**src/rtl/udp_transmit_framer.sv**
```systemverilog
// udp_transmit_framer
// Drains a byte FIFO of host transmit requests. It hunts for SYNC_BYTE, then
// re-emits a 16-byte header followed by UDP-size payload bytes as a 9-bit
// framed stream. Bit 8 marks header byte 0. Bytes are paced at one per four
// cycles or slower, so the handler's registered data_ready is never outrun.
// Optional feature: define UDP_TRANSMIT_FRAMER_TIMEOUT_EN to abort a packet
// when the FIFO starves mid-packet for TIMEOUT_LIMIT cycles.
//
//   state        | meaning
//   S_HUNT       | between packets, pop a byte whenever one is available
//   S_HUNT_CHECK | popped byte is visible, compare it against SYNC_BYTE
//   S_FETCH      | in a packet, pop the next byte (waits while the FIFO is empty)
//   S_CAPTURE    | latch the popped byte and validate the size field at index 15
//   S_SEND       | present the byte and strobe it once data_ready is high
//   S_GAP        | mandatory idle cycle, then fetch more or finish the packet
module udp_transmit_framer #(
    parameter logic [7:0]  SYNC_BYTE     = 8'hA5,
    parameter logic [15:0] MAX_PAYLOAD   = 16'd1472,
    parameter logic [15:0] TIMEOUT_LIMIT = 16'h00FF
) (
    input  logic       clock_i,
    input  logic       reset_i,
    input  logic [7:0] fifo_data_i,
    input  logic       fifo_empty_i,
    output logic       fifo_read_enable_o,
    output logic [8:0] data_o,
    output logic       data_enable_o,
    input  logic       data_ready_i,
    output logic       busy_o,
    output logic       packet_done_o,
    output logic       error_o
);

    typedef enum logic [2:0] {
        S_HUNT       = 3'd0,
        S_HUNT_CHECK = 3'd1,
        S_FETCH      = 3'd2,
        S_CAPTURE    = 3'd3,
        S_SEND       = 3'd4,
        S_GAP        = 3'd5
    } state_t;

    state_t      state_q, state_d;
    logic [4:0]  idx_q, idx_d;
    logic [15:0] cnt_q, cnt_d;
    logic [7:0]  hold_q, hold_d;
    logic [7:0]  msb_q, msb_d;

    logic [15:0] size_w;
    logic        size_bad_w;
    logic        reject_w;
    logic        timeout_w;

    assign size_w     = {msb_q, fifo_data_i};
    assign size_bad_w = (size_w == 16'd0) || (size_w > MAX_PAYLOAD);
    assign reject_w   = (state_q == S_CAPTURE) && (idx_q == 5'd15) && size_bad_w;

`ifdef UDP_TRANSMIT_FRAMER_TIMEOUT_EN
    // Down-counter reloaded on every pop; expires on the TIMEOUT_LIMIT-th starved cycle.
    logic [15:0] starve_q, starve_d;

    // Starvation counter next value.
    always_comb begin
        starve_d = starve_q;
        if (fifo_read_enable_o) begin
            starve_d = TIMEOUT_LIMIT - 16'd1;
        end else if ((state_q == S_FETCH) && fifo_empty_i && (starve_q != 16'd0)) begin
            starve_d = starve_q - 16'd1;
        end
    end

    // Starvation counter register.
    always_ff @(posedge clock_i or posedge reset_i) begin
        if (reset_i) begin
            starve_q <= TIMEOUT_LIMIT - 16'd1;
        end else begin
            starve_q <= starve_d;
        end
    end

    assign timeout_w = (state_q == S_FETCH) && fifo_empty_i && (starve_q == 16'd0);
`else
    assign timeout_w = 1'b0;
`endif

    // State and datapath registers.
    always_ff @(posedge clock_i or posedge reset_i) begin
        if (reset_i) begin
            state_q <= S_HUNT;
            idx_q   <= 5'd0;
            cnt_q   <= 16'd0;
            hold_q  <= 8'd0;
            msb_q   <= 8'd0;
        end else begin
            state_q <= state_d;
            idx_q   <= idx_d;
            cnt_q   <= cnt_d;
            hold_q  <= hold_d;
            msb_q   <= msb_d;
        end
    end

    // Next-state and datapath update.
    always_comb begin
        state_d = state_q;
        idx_d   = idx_q;
        cnt_d   = cnt_q;
        hold_d  = hold_q;
        msb_d   = msb_q;
        case (state_q)
            S_HUNT: begin
                if (!fifo_empty_i) state_d = S_HUNT_CHECK;
            end
            S_HUNT_CHECK: begin
                if (fifo_data_i == SYNC_BYTE) begin
                    idx_d   = 5'd0;
                    state_d = S_FETCH;
                end else begin
                    state_d = S_HUNT;
                end
            end
            S_FETCH: begin
                if (timeout_w) begin
                    state_d = S_HUNT;
                end else if (!fifo_empty_i) begin
                    state_d = S_CAPTURE;
                end
            end
            S_CAPTURE: begin
                hold_d = fifo_data_i;
                if (idx_q == 5'd14) msb_d = fifo_data_i;
                if (reject_w) begin
                    state_d = S_HUNT;
                end else begin
                    if (idx_q == 5'd15) cnt_d = size_w;
                    state_d = S_SEND;
                end
            end
            S_SEND: begin
                if (data_ready_i) begin
                    // Index saturates at 16; from then on the counter tracks payload.
                    if (idx_q < 5'd16) begin
                        idx_d = idx_q + 5'd1;
                    end else begin
                        cnt_d = cnt_q - 16'd1;
                    end
                    state_d = S_GAP;
                end
            end
            S_GAP: begin
                if ((idx_q < 5'd16) || (cnt_q != 16'd0)) begin
                    state_d = S_FETCH;
                end else begin
                    state_d = S_HUNT;
                end
            end
            default: state_d = S_HUNT;
        endcase
    end

    // Outputs decoded from the current state; the pop strobe is held off during reset.
    always_comb begin
        fifo_read_enable_o = 1'b0;
        data_o             = 9'd0;
        data_enable_o      = 1'b0;
        packet_done_o      = 1'b0;
        error_o            = 1'b0;
        busy_o             = 1'b0;
        if (!reset_i && !fifo_empty_i &&
            ((state_q == S_HUNT) || ((state_q == S_FETCH) && !timeout_w))) begin
            fifo_read_enable_o = 1'b1;
        end
        if (state_q == S_SEND) begin
            data_o        = {(idx_q == 5'd0), hold_q};
            data_enable_o = data_ready_i;
        end
        packet_done_o = (state_q == S_GAP) && (idx_q == 5'd16) && (cnt_q == 16'd0);
        error_o       = reject_w || timeout_w;
        busy_o        = (state_q != S_HUNT) && (state_q != S_HUNT_CHECK) &&
                        !packet_done_o && !error_o;
    end

endmodule
```
**config.mk**
```make
export PLATFORM = sky130hd
export DESIGN_NAME = udp_transmit_framer
export DESIGN_NICKNAME = d
export VERILOG_FILES = /design/src/rtl/udp_transmit_framer.sv
export SDC_FILE = /design/constraint.sdc
export NUM_CORES = 1
export LEC_CHECK = 0
export CAP_MARGIN = 30
export CORE_UTILIZATION = 61
export CTS_CLUSTER_SIZE = 10
export DETAILED_ROUTE_END_ITERATION = 16
export GPL_ROUTABILITY_DRIVEN = 0
export PLACE_DENSITY = 0.83
export SYNTH_ARGS = -nofsm -noshare
export SYNTH_HDL_FRONTEND = slang
export SYNTH_SLANG_ARGS = --single-unit
```
**constraint.sdc**
```tcl
create_clock -name clock_i -period 4.9 [get_ports clock_i]
set_input_delay 1.47 -clock clock_i [delete_from_list [all_inputs] [get_ports clock_i]]
set_output_delay 1.47 -clock clock_i [all_outputs]
set_load 0.05 [all_outputs]
```
After elaboration in Yosys (flattened, before gate mapping) --
Index checks and enable logic that the tools add are counted.
Cells by class: reductions and logical operators 28, $add $sub $neg 2, magnitude comparators 2, mux-type cells 19, equality and inequality tests 18
Operators by type and width (count):
- $mux W16 | 4
- $logic_not A16 Y1 | 2
- $pmux W16 S2 | 1
- $pmux W3 S6 | 1
- $gt A16 B11 Y1 const B | 1
- $reduce_bool A16 Y1 | 1
- $sub A16 B1 Y16 const B | 1
- $mux W5 | 3
- $ne A2 B2 Y1 const B | 7
- $mux W3 | 4
- $eq A5 B4 Y1 const B | 2
- $pmux W5 S2 | 1
- $logic_and A1 B1 Y1 | 9
- $mux W9 | 1
- $eq A8 B8 Y1 const B | 1
- $eq A3 B2 Y1 const B | 2
- $eq A3 B3 Y1 const B | 2
- $add A5 B1 Y5 const B | 1
- $eq A5 B5 Y1 const B | 1
- $logic_not A5 Y1 | 1
- $lt A5 B5 Y1 const B | 1
- $reduce_and A5 Y1 | 1
- $logic_not A1 Y1 | 4
- $mux W2 | 2
- 11 further kinds | 15
Storage, ports and cells: flip-flop bits (word level) 40, word-level logic and storage cells 74, bits of input ports 12

Logic depth before layout (Yosys ltp) --
depth after elaboration 6, depth in mapped cells 8

Least setup slack after synthesis --
No wires, ideal clock.
path kind input -> output, start point input fifo_data_i[5], end point output busy_o, stages 4, setup slack -38 ps, arrival time 3468 ps, path buffers 0, cells stage by stage nor3_1 a211oi_1 o311a_1 nor3_1
Between the ends: longest elaborated chain between the ends 5
Ends and longest elaborated chain:
- start: declaration | line 23 | input logic [7:0] fifo_data_i,
- $gt A16 B11 Y1 or $logic_not A16 Y1 (tied branches) | line 55 | assign size_bad_w = (size_w == 16'd0) || (size_w > MAX_PAYLOAD);
- $logic_or A1 B1 Y1 * | line 55
- $logic_and A1 B1 Y1 * | line 56 | assign reject_w = (state_q == S_CAPTURE) && (idx_q == 5'd15) && size_bad_w;
- net error_o | line 31 | output logic error_o
- $logic_not A1 Y1 * | line 180 | !packet_done_o && !error_o;
- $logic_and A1 B1 Y1 * | line 180
- end: declaration | line 29 | output logic busy_o,
Mark *: on every way through the listed nets, which the timed path passes. The rest lies on a longest branch.

Worst setup path after layout --
start point input fifo_data_i[6], end point output busy_o
Between the ends: longest elaborated chain between the ends 5
Ends and longest elaborated chain (line):
- $gt A16 B11 Y1 or $logic_not A16 Y1 (tied branches) | 55
- $logic_or A1 B1 Y1 * | 55
- $logic_and A1 B1 Y1 * | 56
- $logic_not A1 Y1 * | 180
- $logic_and A1 B1 Y1 * | 180
Every way passes the cells marked *; elsewhere a longest branch is shown, timed or not.

==> summary.txt <==
SYNTHESIS
------------------------------------------------------------------------------------
Mapped Area                                                               2390 sq um
Synthesized flop and latch total                                                  40
Mean post-synth cell area                                                 9.31 sq um
Top cells by area in the synthesized netlist                            dfrtp_1 (42%), nand2_1 (5.3%), mux2_2 (3.3%), ha_1 (3.1%), nor2_1 (3.0%)
Fraction of the mapped netlist area in simple logic gates                      27.8%
Cell accounting for the most synthesized area                                dfrtp_1
Library cells used by synthesis                                                   58
Sequential-to-total area share from yosys stat                                 41.8%
Share of flip-flops with an asynchronous set or reset after synthesis           100%
Fraction of synthesized cell area in xor and xnor cells                       0.732%
Portion of netlist area occupied by mux cells                                  3.71%
EDFF count, synth                                                                  0
Synthesis warning total                                                            0
Top flip-flop cell by instance count after synthesis                         dfrtp_1
Dominant combinational cell family by area after synthesis              simple AND/OR/NAND/NOR gates
Area share of fa/ha/maj cells after synthesis                                  3.14%
Share of the synthesized area in the top cell type                             41.8%
Compound-cell area share of the yosys netlist                                  18.3%
Cell count after synthesis                                                       257
Post-synth net total                                                             275

POWER AND IR DROP
------------------------------------------------------------------------------------
Power Internal                                                                763 uW
VDD IR max                                                                0.000282 V
Switching share of total power                                                 41.9%
Proportion of power drawn by the clock network                                 17.4%
Pwr/cell area                                                            469 nW/um^2
Leakage Power                                                             0.00123 uW
Fraction of power consumed by combinational cells                              42.5%
Net Switching                                                                 549 uW
Reg power frac                                                                 40.1%

FINAL LAYOUT
------------------------------------------------------------------------------------
Final instance count without filler cells                                        332
Share of the core filled with cells in the final layout                        75.3%
Commonest non-fill, non-tap cell in the layout                               dfrtp_1
Fraction of final layout cells sized beyond drive strength 1                   13.4%
Design Area, Final                                                        2800 sq um
Diodes inserted                                                                    0
Nets                                                                             301
Area growth, synth to finish                                                   16.8%
Leading cell types in the layout, fill and taps excluded                dfrtp_1 (40), nand2_1 (34), clkdlybuf4s50_1 (22)

PLACED DESIGN
------------------------------------------------------------------------------------
# port buffers                                                                    25
Setup Slack @ Placement                                                     0.188 ns
Post-DP HPWL                                                                 4.03 mm
Area after DPL                                                            2700 sq um
Total instance count after detailed placement                                    324

CTS
------------------------------------------------------------------------------------
Quantity of gates resized following cts                                            0
Insertion delay to the later sink of the worst-skew pair                     0.30 ns
CTS tree                                                                        done
H-tree levels                                                                      2
Buffer count from post-CTS setup fixing                                            0
CTS clock-pin slew for the worst setup and hold paths                        0.07 ns
Number of clock buffers inserted by TritonCTS                                      5
CTS Hold Bufs                                                                      0
Clock root buffer                                                           clkbuf_8
Clock tree buffer depth                                                            2
Number of sinks handled by clock tree synthesis                                   40

TIMING
------------------------------------------------------------------------------------
Actual transition at the worst max-transition pin                           0.811 ns
Max Clock Skew                                                            0.00895 ns
Unrepaired setup endpoints after global routing                                   no
Hold violation total from the final report                                         0
Sum of negative setup slack                                                     0 ns
Worst slew slack as a fraction of its limit                                    45.8%
Setup-failing EPs final                                                            0
Final worst path period share                                                  96.3%
Least setup slack across all paths after layout                             0.180 ns
Highest achievable clock rate                                              0.212 GHz
Max-slew violation count                                                           0
Period minus WS final                                                        4.72 ns

DRT
------------------------------------------------------------------------------------
Routed len/inst                                                              17.3 um
Total number of vias                                                            2119
Detailed router's first-iteration violation count                                150
Post-DRT Antenna Nets                                                              0
Final Routed Wirelength                                                      5.76 mm
First-pass DRT Iterations                                                          4
Vias per std cell                                                               6.38
Number of DRC violations after detailed routing                                    0

CRITICAL PATH
------------------------------------------------------------------------------------
Required time of the worst setup path                                        3.43 ns
Endpoint of the lowest-slack register-to-register path                  cnt_q[8]$_DFFE_PP0P_
Worst r2r src                                                           state_q[2]$_DFFE_PP0P_
Element type at the critical path end                                   primary output
Data arrival at the endpoint of the critical path                            3.25 ns
Maximum fanout along the worst path                                                6
Launch point of the critical path                                       fifo_data_i[6]
Minimum setup slack among reg-to-reg paths                                   2.09 ns
End of the critical path                                                      busy_o
Critical path class                                                        in -> out
Length in cells of the worst reg-to-reg path                                       6
Crit start category                                                        input pin

DIE
------------------------------------------------------------------------------------
Starting density of the core                                                   64.4%
Number of primary I/O pins                                                        26
Rows                                                                              22
Die ar.                                                                   4180 sq um
Horizontal die dimension                                                     64.6 um
Floorplan die height                                                         64.6 um
Area of the core                                                          3720 sq um

MIN PATH
------------------------------------------------------------------------------------
Type of the worst min-delay path                                          reg -> reg

RUN
------------------------------------------------------------------------------------
# Max-Cap Violations                                                               0

GLOBAL ROUTING
------------------------------------------------------------------------------------
Number of global-route vias before repair                                       1971
Global route total overflow                                                        0
Antenna violations before repair                                                   0
Wire length of the first global-routing pass                                 9.51 mm
Gr usage total                                                                 30.4%
Pin count of the biggest net entering global routing                              41

STATUS
------------------------------------------------------------------------------------
Status                                                                     completed

## synth_stat cells (2+ instances only)
library cell and instances:
and3b_1 2, ha_1 6, nor2b_1 2, nor3_4 2
mux2_2 7, buf_2 6, nand2_1 34, nor2_1 19
o211a_1 3, and2_1 9, nand4b_1 2, nand3_1 11
and3_1 5, clkbuf_1 4, o2bb2ai_1 8, nand4_1 3
nor4_1 7, a31oi_1 10, dfrtp_1 40, inv_1 9
a21oi_1 9, buf_6 2, a22o_1 2, a21boi_0 2
o21ai_0 10, nor3_1 9, o22a_1 3
## kinds of logic (layout without fill, tap and decap cells)
logic type / count (synthesis) / count (layout)
buffers and inverters: 22 / 49
flip-flops: 40 / 40
AO/OA/AOI/OAI: 61 / 61
adder cells (fa/ha/maj): 6 / 6
AND/OR/NAND/NOR: 118 / 118
multiplexers: 8 / 8
XOR/XNOR: 2 / 2
## metrics by stage
stage	total power (uW)	hold WS, ns
floorplan	931	0.437
global placement	1060	0.449
detailed placement	1080	0.455
CTS	1320	0.474
global route	1390	0.507
finish	1310	0.469
## metal layers
metal	vias up	track usage, %	routed length (um)	part of all wire [%]
li1	995	-	-	-
met1	1021	40.8	2460	43
met2	90	47.1	2770	48
met3	13	6.16	371	6.4
met4	0	14.4	152	2.6
met5	-	0	0	0
## critical path, stage by stage
cell             delay, ns
clkdlybuf4s50_1       0.57
nor4_1                0.09
and4_1                0.23
o311a_1               0.42
nor3_2                0.29
buf_12                0.17
## area by class of cell
| type | instances | area, sq um |
|---|---|---|
| clock buffers | 6 | 82.6 |
| clock inverters | 2 | 10.0 |
| fillers | 279 | 920 |
| inverters | 9 | 33.8 |
| multi-input cells | 195 | 1290 |
| flip-flops and latches | 40 | 1000 |
| well taps | 48 | 60.1 |
| repair buffers | 32 | 320 |
## worst min path at each step
| stage | startpoint | end | depth (start not counted) |
|---|---|---|---|
| final | hold_q[7]$_DFFE_PP0P_ | hold_q[7]$_DFFE_PP0P_ | 2 |
| after global routing | hold_q[3]$_DFFE_PP0P_ | hold_q[3]$_DFFE_PP0P_ | 2 |
| after CTS | hold_q[2]$_DFFE_PP0P_ | hold_q[2]$_DFFE_PP0P_ | 2 |
| after detailed placement | hold_q[2]$_DFFE_PP0P_ | hold_q[2]$_DFFE_PP0P_ | 2 |
| after global placement | hold_q[2]$_DFFE_PP0P_ | hold_q[2]$_DFFE_PP0P_ | 2 |
| after floorplan | hold_q[0]$_DFFE_PP0P_ | hold_q[0]$_DFFE_PP0P_ | 2 |
## registers in the layout, summed over array words and instances, names as in the netlist
name and flops:
cnt_q 16, hold_q 8, msb_q 8, idx_q 5
state_q 3
## power groups by stage
stage,Clock [uW],Sequential (uW),Combinational [uW]
finish,229,526,557
global route,246,541,607
CTS,235,524,557
detailed placement,0,529,554
global placement,0,524,537
floorplan,0,487,444
Note: power is estimated with default switching activity, not from simulation.
==> variant 1: new RTL, config.mk and constraints unchanged <==
Take the reset off `hold_q` and load it in a clocked block of its own.
--- a/src/rtl/udp_transmit_framer.sv
+++ b/src/rtl/udp_transmit_framer.sv
@@ -89,15 +89,17 @@
             state_q <= S_HUNT;
             idx_q   <= 5'd0;
             cnt_q   <= 16'd0;
-            hold_q  <= 8'd0;
             msb_q   <= 8'd0;
         end else begin
             state_q <= state_d;
             idx_q   <= idx_d;
             cnt_q   <= cnt_d;
-            hold_q  <= hold_d;
             msb_q   <= msb_d;
         end
+    end
+
+    always_ff @(posedge clock_i) begin
+        hold_q <= hold_d;
     end
 
     // Next-state and datapath update.
Function: same outputs for any inputs over 10 cycles, from zero or initial values and one cycle with reset_i high; that may be too few to reach the edited logic, so the function may still have changed.
==> variant 1 against the original RTL <==
  * Count of clock-buffer cells in the layout is 1 lower
  * Area after synthesis is 5.4% lower
  * Clock skew is 5.0 ps lower
  * Sequential share of layout area is 2.3 points higher
  * Final cell count is 5.7% lower
  * Routed wire length is 8.1% lower
  * Power is 27% lower
  * Worst setup slack better by 97 ps
  * Sequential cell count stayed put
  * Via count is 6.5% lower
  * Die area is 5.2% lower
  * First-iteration DRC count is 29% lower
  * Design area is 2.4% lower
  * Critical path depth is 1 lower
  * Critical path type is now register to primary output
  * Highest routed layer unchanged
==> variant 1: results (changes against the original RTL) <==
yosys:
  ys_top_cells_by_count: "dfrtp_1, nor2_1, a21oi_1, nand3_1, inv_1"
  synthArstFlopShare_pct: 80.0  # -20 points
  syn-num-nets: 257  # -6.5%
  ys_seq_area_share_pct: 46.0  # +4.1 points
  synth_edf_count: 8  # +8
  avgSynthCellArea_sq_um: 9.48  # +1.7%
  synth.distinct_cells: 47  # -19%
  synthTopCellsByArea: "dfrtp_1, edfxtp_1, nor2_1"
clock_tree:
  post_cts_buffers: 0  # unchanged
  h-tree-depth: 2  # unchanged
min_path:
  hp-start: "msb_q[7]$_DFFE_PP0P_"
  holdPathStages: 1  # -1
  hold_path_end: "msb_q[7]$_DFFE_PP0P_"
  hp-class: "register to register"
global_route:
  use_met1_pct: 36.1  # -4.6 points
  grt_pass1_vias: 1907  # -3.2%
  grtUsageTotal_pct: 29.1  # -1.3 points
  globalRouteMet2Util_pct: 48.5  # +1.4 points
  grt_pass1_wl_mm: 8.87  # -6.7%
  grt_use_met3_pct: 7.66  # +1.5 points
detailed_routing:
  wirelength_mm: 5.29  # -8.1%
  drt_iter0_markers: 107  # -29%
  m1WireLength_mm: 2.26  # -8.2%
  viasPerCell: 6.33  # -0.84%
  wl_per_cell_um: 16.9  # -2.6%
  wl_met2_mm: 2.60  # -6.2%
  wl_met3_um: 329  # -11%
timing:
  whs_ps: 526  # +57.4 ps
  max_slew_margin_pct: 53.8  # +8.0 points
worst_setup_path:
  path_max_fanout: 5  # -1
  r2r_setup_slack_ps: 2300  # +210 ps
  startpoint: "cnt_q[9]$_DFFE_PP0P_"
  rr_endpoint: "cnt_q[5]$_DFFE_PP0P_"
  crit-reg2reg-launch: "state_q[2]$_DFFE_PP0P_"
  arrival_ps: 3150  # -100 ps
  cp-endpoint: "packet_done_o"
placement:
  dpl.cell_count: 304  # -6.2%
  dp_hpwl_mm: 3.71  # -8.1%
  placed_area_sq_mm: 0.00259  # -4.2%
status:
  status: "finished clean"
power_and_ir_drop:
  irDropWorstVdd_v: 0.000235  # -16%
  p_leak_nw: 1.17  # -4.3%
final_layout:
  drive_gt1_share_pct: 13.5  # +0.10 points
  fillCellCount: 244  # -13%
-- variant 1: cell count changes in the layout (fill, tap and decap cells not counted), sizes merged, moves of 4 or more --
| cell | before | now |
|---|---|---|
| o2bb2ai | 8 | 0 |
| o21ai | 11 | 7 |
| nor2 | 20 | 32 |
| edfxtp | 0 | 8 |
| dfrtp | 40 | 32 |
| nand2 | 35 | 7 |
-- variant 1: metrics by stage --
step	utilization [%]	setup slack, ps	total power [mW]
floorplan	-	251	0.592
global placement	75.3	365	0.686
detailed placement	75.3	343	0.690
CTS	78.5	286	0.955
global route	79.3	198	1.00
finish	79.3	277	0.959
-- variant 1: cells by family (layout without fill, tap and decap cells) --
group / after synthesis / count (layout) / synth area share [%]
AO/OA/AOI/OAI: 57 / 57 / 17.3
XOR/XNOR: 2 / 2 / 0.774
adder cells (fa/ha/maj): 6 / 6 / 3.31
buffers and inverters: 23 / 51 / 3.98
flip-flops: 40 / 40 / 46.0
multiplexers: 9 / 9 / 4.42
AND/OR/NAND/NOR: 102 / 102 / 24.3
-- variant 1: layout make-up --
| class | instances | area share, % |
|---|---|---|
| Clock inverter | 3 | 1.56 |
| Multi-Input combinational cell | 176 | 41.7 |
| Clock buffer | 5 | 2.52 |
| Inverter | 11 | 1.51 |
| Sequential cell | 40 | 38.1 |
| Tap cell | 46 | 2.11 |
| Timing Repair Buffer | 32 | 12.5 |
-- variant 1: worst max-delay path, stage by stage (launching register included) --
cell             delay (ps)
dfrtp_1                 420
or4_4                   540
or4_4                   460
or3_1                   370
nor3_2                  220
clkdlybuf4s50_1         840
-- variant 1: power by group --
group	total, mW	internal [mW]	switching [mW]	leakage, nW
sequential	0.393	0.362	0.0305	0.490
clock	0.268	0.151	0.118	0.0541
combinational	0.298	0.115	0.183	0.630
total	0.959	0.628	0.331	1.17
==> variant 2: new RTL, config.mk and constraints unchanged <==
Without the edit above. The option `UDP_TRANSMIT_FRAMER_TIMEOUT_EN` is turned on by a define.
--- a/src/rtl/udp_transmit_framer.sv
+++ b/src/rtl/udp_transmit_framer.sv
@@ -13,6 +13,8 @@
 //   S_CAPTURE    | latch the popped byte and validate the size field at index 15
 //   S_SEND       | present the byte and strobe it once data_ready is high
 //   S_GAP        | mandatory idle cycle, then fetch more or finish the packet
+`define UDP_TRANSMIT_FRAMER_TIMEOUT_EN
+
 module udp_transmit_framer #(
     parameter logic [7:0]  SYNC_BYTE     = 8'hA5,
     parameter logic [15:0] MAX_PAYLOAD   = 16'd1472,
Check against the original RTL: no difference found for any inputs over 10 cycles, from zero or initial values and one cycle with reset_i high; that may be too few to reach the edited logic, so the function may still have changed.
==> variant 2 against the original RTL <==
  * Routed wire length up 35%
  * Critical path type unchanged
  * Synthesized cell count up 38%
  * Worst setup slack worse by 80 ps
  * Area after synthesis up 38%
  * Power up 1.8%
  * Largest power group is now sequential cells
  * Non-clock buffer count up 11
  * Via count up 36%
  * Design area up 37%
  * Critical path depth up 2
  * Sequential cell count up 16
==> variant 2: results (changes against the original RTL) <==
final_layout:
  final_nets: 407  # +35%
  reg.largest.list: "cnt_q: 16 flops, starve_q: 16 flops"
  n_antenna_cell: 0  # unchanged
  fillCellCount: 392  # +41%
  drive_gt1_share_pct: 16.2  # +2.8 points
  stdcell_count: 459  # +38%
yosys:
  synth_cells: 355  # +38%
  ys_top_cells_by_count: "dfrtp_1, nand2_1, nor2_1"
  syn-num-nets: 374  # +36%
  synthTopCellsByArea: "dfrtp_1, dfstp_2, nand2_1"
  synth.distinct_cells: 62  # +6.9%
placement:
  placed_area_sq_mm: 0.00371  # +37%
  dp_hpwl_mm: 5.53  # +37%
  dpl.cell_count: 450  # +39%
worst_setup_path:
  path_max_fanout: 2  # -4
  arrival_ps: 3330  # +80 ps
  path_delay_family: "simple AND/OR/NAND/NOR gates"
  cp_slowest_stage_delay_ps: 490  # -80 ps
  slowest_stage: "or4_4"
detailed_routing:
  wl_met3_um: 496  # +34%
  drt_iter0_markers: 149  # -0.67%
  first_pass_iters: 5  # +1
  ant_nets: 0  # unchanged
  viasPerCell: 6.27  # -1.8%
  m1WireLength_mm: 3.25  # +32%
  wl_met2_mm: 3.86  # +39%
  wl_per_cell_um: 17.0  # -2.0%
clock_tree:
  clock_latency_ps: 320  # +20 ps
  cts.clk_slew.worst_paths_ps: 100  # +30 ps
power_and_ir_drop:
  power.switching_mw: 0.489  # -11%
  irDropWorstVdd_v: 0.000227  # -19%
  p_leak_nw: 1.68  # +37%
global_route:
  antenna_found_initial: 0  # unchanged
  grt_max_degree: 34  # -17%
  grt_pass1_wl_mm: 12.7  # +33%
  grtUsageTotal_pct: 29.9  # -0.53 points
status:
  status: "finished clean"
timing:
  tightest_slew_ps: 740  # -71.1 ps
  fin_skew_ps: 13.3  # +4.33 ps
## variant 2: power groups by stage
stage	Combinational [mW]	Sequential [mW]	Clock (mW)
5_1_grt	0.463	0.671	0.281
6_report	0.412	0.660	0.265
3_3_place_gp	0.395	0.653	0
3_5_place_dp	0.407	0.656	0
4_1_cts	0.407	0.653	0.267
2_1_floorplan	0.311	0.623	0
## variant 2: logic make-up (layout without fill, tap and decap cells)
kind of cell / count (synthesis) / in the layout / synth area share [%]
AOI/OAI and AO/OA: 76 / 76 / 16.1
xor gates and xnor gates: 12 / 12 / 3.19
adders and majority gates: 7 / 7 / 2.66
buffers and inverters: 30 / 64 / 4.10
DFF: 56 / 56 / 42.8
muxes: 12 / 12 / 4.14
and+or+nand+nor: 162 / 162 / 26.9
## variant 2: per-layer routing
metal | track usage, % | up-vias
met1 | 38.7 | 1374
met4 | 13.2 | 0
met3 | 5.42 | 19
met5 | 0 | -
met2 | 49.3 | 124
li1 | - | 1359
## variant 2: final timing paths
| kind | from | endpoint | slack (ps) | depth (start not counted) |
|---|---|---|---|---|
| worst max-delay path | fifo_data_i[0] | error_o | 100 | 8 |
| worst min-delay path | hold_q[2]$_DFFE_PP0P_ | hold_q[2]$_DFFE_PP0P_ | 490 | 2 |
| worst max register to register | state_q[2]$_DFFE_PP0P_ | cnt_q[1]$_DFFE_PP0P_ | 2130 | 5 |
| worst min register to register | hold_q[2]$_DFFE_PP0P_ | hold_q[2]$_DFFE_PP0P_ | 490 | 2 |
| max in group asynchronous | reset_i | cnt_q[9]$_DFFE_PP0P_ | 2520 | 3 |
| min in group asynchronous | reset_i | idx_q[4]$_DFFE_PP0P_ | 1610 | 2 |
## variant 2: final cells by class
type | count | share of cell area, %
Clock buffer | 6 | 2.16
Clock inverter | 2 | 0.261
Inverter | 13 | 1.27
Multi-Input combinational cell | 269 | 46.5
Sequential cell | 56 | 36.8
Tap cell | 70 | 2.29
Timing Repair Buffer | 43 | 10.7
## variant 2: worst register-to-register path, cell delays in order, from the launching register on
cell and delay (ps):
dfrtp_1 580, nor3b_4 410, buf_4 360, nand3_1 570
nand2_1 430, mux2_4 330
## variant 2: through the flow
step / total power, mW / utilization [%] / worst slack (ps) / hold WS [ps] / TNS, ps
final: 1.34 / 74.5 / 100 / 489 / 0
after global routing: 1.41 / 74.5 / 2.61 / 519 / 0
after CTS: 1.33 / 74.1 / 6.10 / 487 / 0
after detailed placement: 1.06 / 72.2 / -273 / 454 / -396
after global placement: 1.05 / 72.2 / -207 / 450 / -280
after floorplan: 0.934 / - / -711 / 437 / -711
## variant 2: what timing repair did
item | in CTS | in global routing
setup buffers | 0 | 1
pin swaps | 1 | 1
gates resized for setup | 8 | 2
gates cloned | 0 | 0
setup endpoints to repair | 2 | 1
endpoints found under the hold margin | 0 | 0
